$ cat config.mk
export PLATFORM = sky130hd
export DESIGN_NAME = cve2_mem_arbiter
export DESIGN_NICKNAME = d
export VERILOG_FILES = /design/src/rtl/cve2_mem_arbiter.sv
export SDC_FILE = /design/constraint.sdc
export NUM_CORES = 1
export LEC_CHECK = 0
export CAP_MARGIN = 20
export CORE_AREA = 3 3 100 102
export CTS_CLUSTER_DIAMETER = 30
export DETAILED_ROUTE_END_ITERATION = 12
export DIE_AREA = 0 0 103 105
export HOLD_SLACK_MARGIN = 0.03
export SYNTH_ARGS = -nofsm -noshare
export SYNTH_HDL_FRONTEND = slang
export SYNTH_SLANG_ARGS = --single-unit
$ cat constraint.sdc
create_clock -name clk_i -period 2.1 [get_ports clk_i]
set_input_delay 0.42 -clock clk_i [delete_from_list [all_inputs] [get_ports clk_i]]
set_output_delay 0.42 -clock clk_i [all_outputs]
set_load 0.005 [all_outputs]
$ cat src/rtl/cve2_mem_arbiter.sv
// Round-robin 2:1 arbiter of core fetch/data ports onto one single-port SRAM with 1-cycle read latency.
// Grant is combinational; rvalid follows each grant one cycle later; optional CVE2_MEM_RANGE_CHECK_EN returns bus errors.
module cve2_mem_arbiter #(
   parameter int unsigned MemAw   = 14,
   parameter logic [31:0] MemBase = 32'h0000_0000
) (
   input  logic             clk_i,
   input  logic             rst_ni,
   input  logic             instr_req_i,
   output logic             instr_gnt_o,
   input  logic [31:0]      instr_addr_i,
   output logic             instr_rvalid_o,
   output logic [31:0]      instr_rdata_o,
   output logic             instr_err_o,
   input  logic             data_req_i,
   output logic             data_gnt_o,
   input  logic             data_we_i,
   input  logic [3:0]       data_be_i,
   input  logic [31:0]      data_addr_i,
   input  logic [31:0]      data_wdata_i,
   output logic             data_rvalid_o,
   output logic [31:0]      data_rdata_o,
   output logic             data_err_o,
   output logic             mem_req_o,
   output logic             mem_we_o,
   output logic [3:0]       mem_be_o,
   output logic [MemAw-1:0] mem_addr_o,
   output logic [31:0]      mem_wdata_o,
   input  logic [31:0]      mem_rdata_i
);

   typedef enum logic {PORT_INSTR = 1'b0, PORT_DATA = 1'b1} port_e;

   port_e       r_last;
   port_e       r_rsp_port;
   logic        r_rsp_valid;
   logic        r_rsp_we;
   logic        w_instr_gnt;
   logic        w_data_gnt;
   logic        w_gnt;
   logic        w_in_range;
   logic        w_rsp_err;
   logic        w_rsp_read;
   logic [31:0] w_addr;
   logic        w_unused;

   // Grants are gated by rst_ni so nothing is issued while the core is held in reset.
   assign w_data_gnt  = rst_ni & data_req_i & ~(instr_req_i & (r_last == PORT_DATA));
   assign w_instr_gnt = rst_ni & instr_req_i & ~w_data_gnt;
   assign w_gnt       = w_instr_gnt | w_data_gnt;
   assign w_addr      = w_data_gnt ? data_addr_i : instr_addr_i;

   assign instr_gnt_o = w_instr_gnt;
   assign data_gnt_o  = w_data_gnt;

   assign mem_req_o   = w_gnt & w_in_range;
   assign mem_we_o    = w_data_gnt & data_we_i & w_in_range;
   assign mem_be_o    = w_data_gnt ? data_be_i : (w_instr_gnt ? 4'hF : 4'h0);
   assign mem_addr_o  = w_gnt ? w_addr[MemAw+1:2] : '0;
   assign mem_wdata_o = w_data_gnt ? data_wdata_i : 32'h0;

   always_ff @(posedge clk_i or negedge rst_ni) begin
      if (!rst_ni) begin
         r_last      <= PORT_INSTR;
         r_rsp_valid <= 1'b0;
         r_rsp_port  <= PORT_INSTR;
         r_rsp_we    <= 1'b0;
      end else begin
         r_rsp_valid <= w_gnt;
         if (w_gnt) begin
            r_last     <= w_data_gnt ? PORT_DATA : PORT_INSTR;
            r_rsp_port <= w_data_gnt ? PORT_DATA : PORT_INSTR;
            r_rsp_we   <= w_data_gnt & data_we_i;
         end
      end
   end

`ifdef CVE2_MEM_RANGE_CHECK_EN
   localparam logic [31:0] RangeMask = ~((32'd1 << (MemAw + 2)) - 32'd1);
   logic r_rsp_err;

   // Out-of-range requests are granted but never reach the SRAM.
   assign w_in_range = ((w_addr & RangeMask) == (MemBase & RangeMask));

   always_ff @(posedge clk_i or negedge rst_ni) begin
      if (!rst_ni) begin
         r_rsp_err <= 1'b0;
      end else if (w_gnt) begin
         r_rsp_err <= ~w_in_range;
      end
   end

   assign w_rsp_err = r_rsp_err;
`else
   assign w_in_range = 1'b1;
   assign w_rsp_err  = 1'b0;
`endif

   // Response steering depends only on registered state; mem_rdata_i is a pure data path.
   assign w_rsp_read     = r_rsp_valid & ~r_rsp_we & ~w_rsp_err;
   assign instr_rvalid_o = r_rsp_valid & (r_rsp_port == PORT_INSTR);
   assign data_rvalid_o  = r_rsp_valid & (r_rsp_port == PORT_DATA);
   assign instr_err_o    = instr_rvalid_o & w_rsp_err;
   assign data_err_o     = data_rvalid_o & w_rsp_err;
   assign instr_rdata_o  = (w_rsp_read & (r_rsp_port == PORT_INSTR)) ? mem_rdata_i : 32'h0;
   assign data_rdata_o   = (w_rsp_read & (r_rsp_port == PORT_DATA)) ? mem_rdata_i : 32'h0;

   assign w_unused = ^{instr_addr_i, data_addr_i, MemBase};

endmodule

=== Yosys cells after proc, flatten, opt, wreduce, memory -nomap -nowiden ===
Cells that the tools add are included.

* Add/sub/neg operators: 0
* Multiply operators: 0
* Div/mod/pow operators: 0
* Magnitude comparators: 0
* Equal/unequal tests: 0
* Shifts and indexed selects: 0
* Mux-type cells: 8
* Bitwise logic cells: 16
* Reduce and logical (&&, ||, !) cells: 0

{| class="wikitable"
|+ Operators by type and width
! kind !! count
|-
| $mux W32 || 3
|-
| $mux W16 || 1
|-
| $mux W14 || 1
|-
| $and A1 B1 Y1 || 11
|-
| $mux W4 || 2
|-
| $not A1 Y1 || 4
|-
| $mux W1 || 1
|-
| $or A1 B1 Y1 || 1
|}

* Register bits after elaboration: 3
* Latch bits: 0
* Memory bits (writable): 0
* Bits in read-only memories: 0
* Input bits: 137
* Output and inout port bits: 122
* Logic and storage cells: 27
* Memories kept: 0

=== Logic depth before layout (Yosys ltp) ===
* Depth after elaboration: 7
* Gate-level depth with buffers: 5
* Gate-level depth less buffers: 3

=== Worst setup path before layout ===
No wires, ideal clock.

* Path kind: input port to output port
* From: input port rst_ni
* To: output port mem_wdata_o[12]
* Arrival time: 1.131 ns
* Data required time: 1.680 ns
* Setup slack: 0.549 ns
* Stages on the path: 5
* Buffers on the path: 3
* Path through: buf_2 and3_4 buf_6 buf_6 and2_1

* Cells in the longest elaborated chain, start to end: 3

{| class="wikitable"
|+ Ends and longest elaborated chain
! what !! line !! source
|-
| start, declared || 8 || <nowiki>input logic rst_ni,</nowiki>
|-
| $and A1 B1 Y1 (2 in a row) || 48 || <nowiki>assign w_data_gnt = rst_ni & data_req_i & ~(instr_req_i & (r_last == PORT_DATA));</nowiki>
|-
| $mux W32 || 60 || <nowiki>assign mem_wdata_o = w_data_gnt ? data_wdata_i : 32'h0;</nowiki>
|-
| end, declared || 28 || <nowiki>output logic [31:0] mem_wdata_o,</nowiki>
|}

No other way between the ends.

=== Worst setup path in the final report ===
* From: register r_rsp_port
* To: output port instr_rdata_o[10]

* Cells in the longest elaborated chain, start to end: 3

{| class="wikitable"
|+ Ends and longest elaborated chain
! what !! line !! source
|-
| start, declared || 35 || <nowiki>port_e r_rsp_port;</nowiki>
|-
| start signal, assigned || 72 || <nowiki>r_rsp_port <= w_data_gnt ? PORT_DATA : PORT_INSTR;</nowiki>
|-
| $not A1 Y1 || 105 || <nowiki>assign instr_rdata_o = (w_rsp_read & (r_rsp_port == PORT_INSTR)) ? mem_rdata_i : 32'h0;</nowiki>
|-
| $and A1 B1 Y1 || 105 ||
|-
| $mux W32 || 105 ||
|-
| end, declared || 13 || <nowiki>output logic [31:0] instr_rdata_o,</nowiki>
|}

No other way between the ends.

==> results.yml <==
run_status:
  outcome: "complete, but fails checks"
  violations: "setup timing"
pwr:
  vdd_drop_max_uv: 235
  total_power_w: 0.000997
  p_leak_nw: 1.64
  powerDensity_nw_per_um2: 271
flow_run:
  cap_violations: 0
placed_design:
  hpwl_um: 5770
  place_congestion: 0.727
  dp.cells: 510
  portBuffers: 220
critical_path:
  critPathLaunchType: "flop"
  r2r_end: "r_rsp_we"
  r2r_slack_ps: 920
  critPathRequiredTime_ps: 1680
  timing.reg2reg.worst_path_depth: 5
  regToRegStartpoint: "r_rsp_port"
  crit_fanout: 32
  endpoint_kind: "primary output"
  critical_path_class: "flop to primary output"
  worstPathArrival_ps: 1760
final_layout:
  fin_nets: 546
  area_growth_pct: 204
  drive_gt1_frac: 0.130
  layout.cells.non_filler: 519
  antennaDiodeCount: 0
clock_tree:
  h-tree-depth: 1
  cts_made_buffers: 3
  cts_tree: "built"
  cts_root_buffer: "clkbuf_8"
  clk_latency_ps: 210
  path_clk_slew_ps: 30
  clock_path_buffers: 2
  clock_sinks: 3
drt:
  routed_wl_um: 6830
  route.detailed.drc: 0
  vias: 2003
  dr.pass1.iters: 2
  wire_per_inst_um: 13.2
  final_antenna_net_count: 0
  drt_iter0_markers: 29
  via_per_inst: 3.86
grt:
  grt_max_degree: 33
  track_usage: 0.114
  grt_pass1_vias: 1924
  grt_first_pass_wirelength_um: 9910
  grt_overflow: 0
  antenna_found_initial: 0
yosys:
  synth_cells: 185
  synth_top_family_by_area: "simple AND/OR/NAND/NOR gates"
  ys_seq_elements: 3
  synth_edf_count: 0
  yosysUniqueCellTypes: 23
  synth_compound_area_frac: 0.120
  synth_simple_gate_area_frac: 0.714
  async_reset_ff_frac: 1.00
  syn_avg_cell_area_um2: 6.53
  yosysWarnings: 0
  synthTopCellsByArea: "and2_1 37%, and2_4 19%, nand2_1 10%"
  synthAdderAreaFrac: 0
  synthXorXnorAreaFrac: 0
  synth_flop_cell: "dfrtp_1"
  synth_common_cells: "72 x and2_1, 33 x nand2_1, 26 x and2_4"
  synth_top_area_frac: 0.373
  yosysSeqAreaShare: 0.0621
  synth.most_common_cell: "and2_1"
  yosysTopAreaCell: "and2_1"
  yosys-mux-area-fraction: 0
  netlist_area_um2: 1210
timing:
  whs_ps: 305
  period_needed_ps: 2180
  worst_slack_ps: -78.4
  slew_violations: 0
  fin_tns_setup_ps: -3010
  setup_viol: 66
  layout_worst_path_cycle_share: 1.04
  finalHoldViolCount: 0
  rsz0062_at_grt: "true"
  fin_skew_ps: 0.00715
  clock.fmax_ghz: 0.459
die:
  ios: 259
  core_um2: 9200
  die_h_um: 105
  rows: 35
  die_w_um: 103
  dieArea_um2: 10800
  start_util: 0.131
hold_path:
  hold_class: "primary input to asynchronous set/reset pin"
[worst max-delay path, stage by stage, from the launching register on]
cell,delay (ps)
dfrtp_2,450
nor3b_2,240
buf_12,190
and2_1,150
clkdlybuf4s50_1,510
[placed cells by master (no fill, tap or decap), types with 2 or more instances in the layout]
cell type	n
buf_12	6
nand2_1	33
a21boi_0	2
o22ai_1	14
a21boi_1	2
clkdlybuf4s50_1	169
and2_4	26
dfrtp_1	2
clkdlybuf4s15_1	7
conb_1	2
clkbuf_8	3
dlygate4sd2_1	43
buf_4	8
and2_1	72
[power by group]
part	total, W	leakage [nW]	switching [W]	internal (W)
combinational	0.000751	1.58	0.000239	0.000512
sequential	0.0000769	0.0357	0.0000107	0.0000662
clock	0.000169	0.0228	0.0000395	0.000130
total	0.000997	1.64	0.000290	0.000707
[layer usage]
layer,routed length [um],GRT usage,up-vias
met3,912,0.0474,2
met1,2410,0.115,858
met5,0,0,-
met2,3500,0.221,114
li1,-,-,1029
met4,13,0.00925,0
[worst max-delay path by stage]
stage | from | endpoint | slack (ps) | cells after the start
CTS | r_rsp_port | instr_rdata_o[10] | -110 | 4
detailed placement | instr_req_i | mem_wdata_o[29] | -360 | 6
floorplan | rst_ni | mem_wdata_o[12] | 550 | 5
finish | r_rsp_port | instr_rdata_o[10] | -80 | 4
global route | r_rsp_port | instr_rdata_o[10] | -160 | 4
global placement | instr_req_i | mem_wdata_o[5] | -360 | 6
[sequential cells by signal, indices dropped and copies added, names as in the netlist]
register,count
r_rsp_port,1
r_rsp_valid,1
r_rsp_we,1
[logic make-up after synthesis]
kind of cell	count (synthesis)
and+or+nand+nor	139
AOI/OAI and AO/OA	22
buffers and inverters	20
DFF	3
other	1
[through the flow]
stage,worst slack (ps),util,instance area [um^2]
2_1_floorplan,549,-,1210
3_3_place_gp,-361,0.389,3580
3_5_place_dp,-362,0.389,3580
4_1_cts,-107,0.397,3650
5_1_grt,-162,0.399,3670
6_report,-78.4,0.399,3670
[cell type report]
| cell class | count | area, um^2 |
|---|---|---|
| Fill cell | 1001 | 5520 |
| Timing Repair Buffer | 237 | 2390 |
| Multi-Input combinational cell | 163 | 1020 |
| Tap cell | 111 | 139 |
| Sequential cell | 3 | 76.3 |
| Clock buffer | 4 | 45.0 |
| Inverter | 1 | 3.75 |
[what timing repair did]
action / CTS / global route
hold buffers: 0 / 0
gates resized for setup: 64 / 4
pin swaps: 1 / 1
endpoints found under the setup margin: 118 / 75
buffers inserted: 4 / 0
gates cloned: 1 / 1
(Power assumes the default switching activity.)
